## src/rtl/unary_bitstream_gen.sv

```systemverilog
// Multi-channel LFSR-driven unary/stochastic bitstream generator with a valid/ready stream port.
// Optional per-channel ones counters are built when UBG_POPCOUNT_EN is defined.
module unary_bitstream_gen #(
  parameter int                LFSR_W     = 13,
  parameter logic [LFSR_W-1:0] TAPS       = 13'h100D,
  parameter int                CHANNELS   = 4,
  parameter int                STREAM_LEN = 8192,
  parameter int                ROT_STEP   = 0,
  localparam int               IDX_W      = (STREAM_LEN > 1) ? $clog2(STREAM_LEN) : 1
) (
  input  logic                         clk,
  input  logic                         rst_n,
  input  logic                         start,
  input  logic [LFSR_W-1:0]            seed_in,
  input  logic [CHANNELS*LFSR_W-1:0]   scalar_in,
  output logic                         busy,
  output logic                         done,
  output logic                         bs_valid,
  input  logic                         bs_ready,
  output logic [CHANNELS-1:0]          bs_out,
`ifdef UBG_POPCOUNT_EN
  output logic [IDX_W-1:0]             bit_idx,
  output logic [CHANNELS*($clog2(STREAM_LEN)+1)-1:0] ones_cnt
`else
  output logic [IDX_W-1:0]             bit_idx
`endif
);

  typedef enum logic [1:0] {S_IDLE, S_RUN, S_DONE} state_t;

  state_t                            state_q, state_d;
  logic [LFSR_W-1:0]                 lfsr_q;
  logic [LFSR_W-1:0]                 lfsr_next;
  logic [CHANNELS-1:0][LFSR_W-1:0]   scalar_q;
  logic [IDX_W-1:0]                  idx_q;
  logic [CHANNELS-1:0]               raw_bits;
  logic                              accept;
  logic                              xfer;
  logic                              last_bit;

  assign accept    = (state_q == S_IDLE) && start;
  assign xfer      = (state_q == S_RUN) && bs_ready;
  assign last_bit  = (idx_q == IDX_W'(STREAM_LEN - 1));
  assign lfsr_next = {lfsr_q[LFSR_W-2:0], ^(lfsr_q & TAPS)};
  assign bit_idx   = idx_q;

  // State register
  // NOTE: sequential state uses non-blocking assignments so every flop samples pre-edge values.
  always_ff @(posedge clk) begin
    if (!rst_n) state_q <= S_IDLE;
    else        state_q <= state_d;
  end

  // Next-state logic
  // NOTE: state_d gets a default before the case so no path leaves it unassigned (no latch).
  always_comb begin
    state_d = state_q;
    case (state_q)
      S_IDLE:  if (start) state_d = S_RUN;
      S_RUN:   if (bs_ready && last_bit) state_d = S_DONE;
      S_DONE:  state_d = S_IDLE;
      default: state_d = S_IDLE;
    endcase
  end

  // Output logic: everything derives from registered state, never from the handshake inputs.
  always_comb begin
    busy     = (state_q == S_RUN);
    bs_valid = (state_q == S_RUN);
    done     = (state_q == S_DONE);
    bs_out   = (state_q == S_RUN) ? raw_bits : '0;
  end

  // NOTE: the scalar bank is reset too; it is small and a clean zero keeps bs_out defined after reset.
  always_ff @(posedge clk) begin
    if (!rst_n) begin
      lfsr_q   <= LFSR_W'(1);
      scalar_q <= '0;
      idx_q    <= '0;
    end else if (accept) begin
      lfsr_q   <= (seed_in == '0) ? LFSR_W'(1) : seed_in;
      scalar_q <= scalar_in;
      idx_q    <= '0;
    end else if (xfer) begin
      lfsr_q   <= lfsr_next;
      idx_q    <= idx_q + IDX_W'(1);
    end
  end

  // Channel c compares against the shared LFSR rotated left by a fixed per-channel amount.
  for (genvar c = 0; c < CHANNELS; c++) begin : g_chan
    localparam int ROT = (c * ROT_STEP) % LFSR_W;
    logic [2*LFSR_W-1:0] dbl;
    logic [LFSR_W-1:0]   rot_sample;
    assign dbl         = {lfsr_q, lfsr_q};
    assign rot_sample  = dbl[2*LFSR_W-1-ROT -: LFSR_W];
    assign raw_bits[c] = (scalar_q[c] > rot_sample);
  end

`ifdef UBG_POPCOUNT_EN
  localparam int CNT_W = $clog2(STREAM_LEN) + 1;
  logic [CHANNELS-1:0][CNT_W-1:0] cnt_q;

  always_ff @(posedge clk) begin
    if (!rst_n || accept) begin
      cnt_q <= '0;
    end else if (xfer) begin
      for (int c = 0; c < CHANNELS; c++) cnt_q[c] <= cnt_q[c] + CNT_W'(raw_bits[c]);
    end
  end

  assign ones_cnt = cnt_q;
`endif

endmodule

```

## config.mk

```make
export PLATFORM = sky130hd
export DESIGN_NAME = unary_bitstream_gen
export DESIGN_NICKNAME = d
export VERILOG_FILES = /design/src/rtl/unary_bitstream_gen.sv
export SDC_FILE = /design/constraint.sdc
export NUM_CORES = 1
export LEC_CHECK = 0
export BUFFER_PORTS_ARGS = -buffer_cell sky130_fd_sc_hd__buf_2
export CAP_MARGIN = 30
export CORE_MARGIN = 10
export CORE_UTILIZATION = 45
export DETAILED_ROUTE_END_ITERATION = 6
export GPL_TIMING_DRIVEN = 0
export HOLD_SLACK_MARGIN = 0.08
export PLACE_DENSITY = 0.73
export SLEW_MARGIN = 20
export SYNTH_ARGS = -nofsm -noshare
export SYNTH_HDL_FRONTEND = slang
export SYNTH_SLANG_ARGS = --single-unit
```

## constraint.sdc

```tcl
create_clock -name clk -period 1.85 [get_ports clk]
set_clock_uncertainty 0.15 [all_clocks]
set_input_delay 0.37 -clock clk [delete_from_list [all_inputs] [get_ports clk]]
set_output_delay 0.37 -clock clk [all_outputs]
set_load 0.03 [all_outputs]
```

* Word level (Yosys, flattened, before mapping)
Cells that the tools add are included.
Widths: inputs -> output; s select.
** Word-level totals
- Bits in writable memories :: 0
- Word-level logic and storage cells :: 34
- Latch bits :: 0
- Bits in read-only memories :: 0
- Register bits after elaboration :: 80
- Output and inout port bits :: 20
- Input bits :: 69
- Memories :: 0
** Cells by class
- Multiply operators :: 0
- Mux-type cells :: 7
- Eq/ne operators :: 5
- Add/sub/neg operators :: 1
- Divide/modulo/power cells :: 0
- Order comparisons :: 4
- Reduce and logical (&&, ||, !) cells :: 9
- Shift operators :: 0
- Bitwise gates (word level) :: 1
** Operator list (count)
- $gt 13x13->1 :: 4
- $mux 13 :: 3
- $add 13x1->13 const B :: 1
- $eq 13x13->1 const B :: 1
- $logic_not 13->1 :: 1
- $reduce_xor 13->1 :: 1
- $mux 2 :: 2
- $mux 4 :: 1
- $pmux 2 s2 :: 1
- $logic_and 1x1->1 :: 3
- $eq 2x1->1 const B :: 1
- $eq 2x2->1 const B :: 1
- $logic_not 2->1 :: 1
- $ne 2x1->1 const B :: 1
- $ne 2x2->1 const B :: 1
- $reduce_and 2->1 :: 1
- $reduce_bool 2->1 :: 1
- $reduce_or 2->1 :: 1
- $not 1->1 :: 1

* Longest topological paths before layout
- Depth after elaboration :: 4
- Gate-level depth with buffers :: 6
- Mapped depth without buffers :: 6

* Least setup slack after synthesis
OpenSTA, ideal clock, no wires.
- Path kind :: register to output
- Start point :: reg lfsr_q[3] (netlist: g_chan[0].rot_sample[3])
- End point :: out bs_out[2]
- Stages on the path, launching flop included :: 7
- Buffers on the path :: 0
- Setup slack :: -326 ps
- Arrival :: 1656 ps
- Data required time :: 1330 ps
- Cell sequence :: dfxtp_1 > inv_1 > ha_1 > and4_1 > a21oi_1 > a21boi_0 > o41a_1
** On the way
- Cells in the longest elaborated chain, start to end :: 2
** RTL lines
- start, declared :: line 32 : logic [LFSR_W-1:0] lfsr_q;
- start signal, assigned :: line 81 : lfsr_q <= (seed_in == '0) ? LFSR_W'(1) : seed_in;
- start signal, assigned :: line 85 : lfsr_q <= lfsr_next;
- $gt 13x13->1 :: line 97 : assign raw_bits[c] = (scalar_q[c] > rot_sample);
- $mux 4 :: line 71 : bs_out = (state_q == S_RUN) ? raw_bits : '0;
- end, declared :: line 20 : output logic [CHANNELS-1:0] bs_out,
No other way between the ends.

* Final worst setup path
- Start point :: reg lfsr_q[1] (netlist: g_chan[0].rot_sample[1])
- End point :: out bs_out[0]
Same word-level chain as after synthesis.

==> results by group <==
Place
  – Post-DP HPWL: 9380 um
  – Placed cell count: 732
  – GPL Wtd Cong: 0.868
  – I/O Buffers: 88

Power and ir drop
  – Peak supply drop: 0.360 mV
  – Lkg Pwr: 2.35 nW
  – Final Power: 4.19 mW
  – P per Cell Area: 749 nW/um^2

Synth
  – Mapped Cells: 515
  – Syn_nets: 637
  – Prevailing post-synth register cell: dfxtp_1
  – Syn_area_per_cell: 8.51 um^2
  – Synth Cell Area: 4380 um^2
  – Synth cell types: 37
  – Yosys warning total: 0
  – Yosys reg bits: 80
  – Sequential element share of the synthesized area: 36.6%
  – Asr flop ratio synth: 0%
  – Number of synthesized flops with an enable pin: 0

Clock tree
  – CTS Sinks: 80
  – CTS tree: yes
  – Clock-pin slew on the worst setup and hold paths: 0.09 ns
  – CTS H-tree lvls: 3
  – Inserted Clock Buffers: 9
  – Maximum buffer depth of the clock tree: 2
  – Clk root buf: clkbuf_8
  – Clock latency on the worst-skew pair: 0.36 ns

Drt
  – Drt first pass iters: 4
  – Drt drc: 0
  – WL/cell: 16.5 um
  – Vias: 4002
  – Final ANT Viol Nets: 0
  – Initial DRC count: 147
  – Via density: 5.31
  – Final wirelength: 12500 um

Critical path
  – R2R Setup Slk: 0.08 ns
  – Critical Path Start Type: register
  – Worst setup EP type: primary output
  – Bufs and invs on worst path: 2
  – Top delay family on crit path: compound AO/OA/AOI/OAI gates
  – Critical path's slowest cell: o41a_1
  – Reg-to-reg endpoint: bit_idx[12]
  – Setup CP Type: reg2out
  – CP required: 1.33 ns
  – R2R Path Start: state_q[1]
  – Critical path arrival: 2.02 ns
  – Worst-path cell chain: inv_6 -> ha_4 -> nor2b_1 -> o21ai_2 -> a311oi_2 -> o41a_1 -> buf_6
  – Slowest stage delay, CP: 0.47 ns
  – Worst-case reg-to-reg path depth: 4
  – Worst Path Max Fanout: 6

STA
  – Setup TNS Final: -2.61 ns
  – Final Setup Violations: 4
  – RSZ-0062 raised after global routing: true
  – Slew Limit Fails: 0
  – Hold Vio Cnt, Final: 0
  – Worst setup margin: -0.689 ns
  – FMAX: 0.394 GHz
  – Hold WS: 0.0914 ns
  – Least-Margin Pin Slew: 0.503 ns
  – Period utilisation layout: 137%
  – Slew HR: 66.5%
  – Minimum clock period after layout: 2.54 ns

Final layout
  – Core Util, Final: 59.7%
  – Most common cell after layout, fill and taps aside: nand2_1
  – FF+latch area: 1630 um^2
  – Net count, final: 741
  – Share of layout cells above drive strength 1: 28.7%
  – Area growth, synth to finish: 27.8%
  – Multi-input logic area: 2880 um^2
  – Number of fill cells in the layout: 833
  – Most frequent cells in the layout: 124 x nand2_1, 87 x buf_2, 64 x dfxtp_1
  – Layout Cells excl Fill: 753
  – N_diodes: 0

Min path
  – Hold path startpoint: scalar_in[10]
  – Hold Path Cell Cnt: 3
  – Worst Hold End: scalar_q[10]
  – Min-delay worst type: in2reg

Status
  – Failing checks: setup timing
  – Status: finished with violations

Global route
  – GRT Util Overall: 16.9%
  – Grt ovf: 0
  – Initial antenna violation count: 0
  – Largest net degree at the start of global routing: 15
  – First-pass GRT wire length: 19700 um
  – Vias in the first global route: 4007

Floorplanning
  – Die Area: 14100 um^2
  – Die height: 119 um
  – Core ar.: 9370 um^2
  – Die X: 119 um
  – I/O pins: 89
  – Starting Density: 46.7%
  – FP Rows: 35

Flow run
  – MaxCap Viol Count: 0
Yosys cell counts, types with 2 or more instances:
| master | number | share of area, % |
|---|---|---|
| a21oi_1 | 18 | 2.1 |
| ha_1 | 53 | 15 |
| nor4_1 | 7 | 1.0 |
| dfxtp_1 | 80 | 37 |
| buf_2 | 3 | 0.34 |
| buf_1 | 6 | 0.51 |
| o21ai_0 | 6 | 0.69 |
| a41oi_1 | 3 | 0.60 |
| o41a_1 | 4 | 1.0 |
| a311oi_1 | 4 | 0.80 |
| or3_1 | 2 | 0.29 |
| a31oi_1 | 3 | 0.43 |
| o211a_1 | 12 | 2.7 |
| clkbuf_1 | 17 | 1.5 |
| and4_1 | 2 | 0.40 |
| xnor2_1 | 10 | 2.0 |
| a21boi_0 | 57 | 9.8 |
| and3_1 | 5 | 0.71 |
| a21o_1 | 5 | 0.86 |
| nor2b_1 | 4 | 0.57 |
| nor2_1 | 18 | 1.5 |
| nand2_1 | 124 | 11 |
| nor3_1 | 5 | 0.57 |
| o211ai_1 | 12 | 2.1 |
| inv_1 | 21 | 1.8 |
| nand3_1 | 15 | 1.7 |
| nand4_1 | 9 | 1.3 |
metrics by stage:
step / worst slack, ns / area, um^2
after detailed placement: -0.341 / 5120
after global routing: -0.719 / 5600
after global placement: -0.336 / 5120
after floorplan: -0.0976 / 4520
final: -0.689 / 5600
after CTS: -0.639 / 5410
cell families (layout without fill, tap and decap cells):
| group | after synthesis | count (layout) | synth area share, % |
|---|---|---|---|
| AND/OR/NAND/NOR | 198 | 198 | 20.3 |
| buffers and inverters | 48 | 157 | 4.28 |
| adder cells (fa/ha/maj) | 53 | 53 | 15.1 |
| flip-flops | 80 | 80 | 36.6 |
| AO/OA/AOI/OAI | 124 | 124 | 21.0 |
| XOR/XNOR | 12 | 12 | 2.71 |
what timing repair did:
action	CTS	global route
setup endpoints to repair	16	38
endpoints found under the hold margin	1	0
hold buffers	1	0
resized for setup	30	40
setup buffers	3	1
pin swaps	0	9
area by class of cell:
cell class | instances | area share [%]
clock buffers | 9 | 2.21
well taps | 129 | 2.88
inverters | 21 | 1.99
multi-input cells | 387 | 51.4
plain buffers | 27 | 2.10
repair buffers | 93 | 9.07
clock inverters | 7 | 1.25
flip-flops and latches | 80 | 29.1
routing by layer:
| layer | vias up | global-route usage, % | wire [um] |
|---|---|---|---|
| li1 | 2017 | - | - |
| met1 | 1886 | 20.6 | 5470 |
| met2 | 88 | 28.6 | 6130 |
| met3 | 11 | 4.90 | 703 |
| met4 | 0 | 3.89 | 152 |
| met5 | - | 0 | 0 |
state kept, by name, summed over array words and instances, names as in the netlist:
signal / count
g_chan.rot_sample: 13
state_q: 2
bit_idx: 13
scalar_q: 52
worst max path at each step:
stage          depth (start not counted)        end                     start  slack [ns]
3_5_place_dp                           7  bs_out[2]  g_chan[0].rot_sample[11]       -0.34
2_1_floorplan                          6  bs_out[0]   g_chan[0].rot_sample[4]        -0.1
6_report                               7  bs_out[0]   g_chan[0].rot_sample[1]       -0.69
4_1_cts                                7  bs_out[2]   g_chan[0].rot_sample[4]       -0.64
3_3_place_gp                           6  bs_out[1]   g_chan[0].rot_sample[8]       -0.34
5_1_grt                                7  bs_out[0]   g_chan[0].rot_sample[4]       -0.72
worst register-to-register path: stages (launching register included):
cell and delay (ns):
dfxtp_2 0.34, nand3b_2 0.31, or3_1 0.43, or3_1 0.35
a21oi_1 0.14
power breakdown:
part	total, mW	internal [mW]	switching (mW)
Clock	1.32	0.623	0.692
Sequential	1.91	1.82	0.0885
Combinational	0.965	0.433	0.532
(Power assumes the default switching activity.)
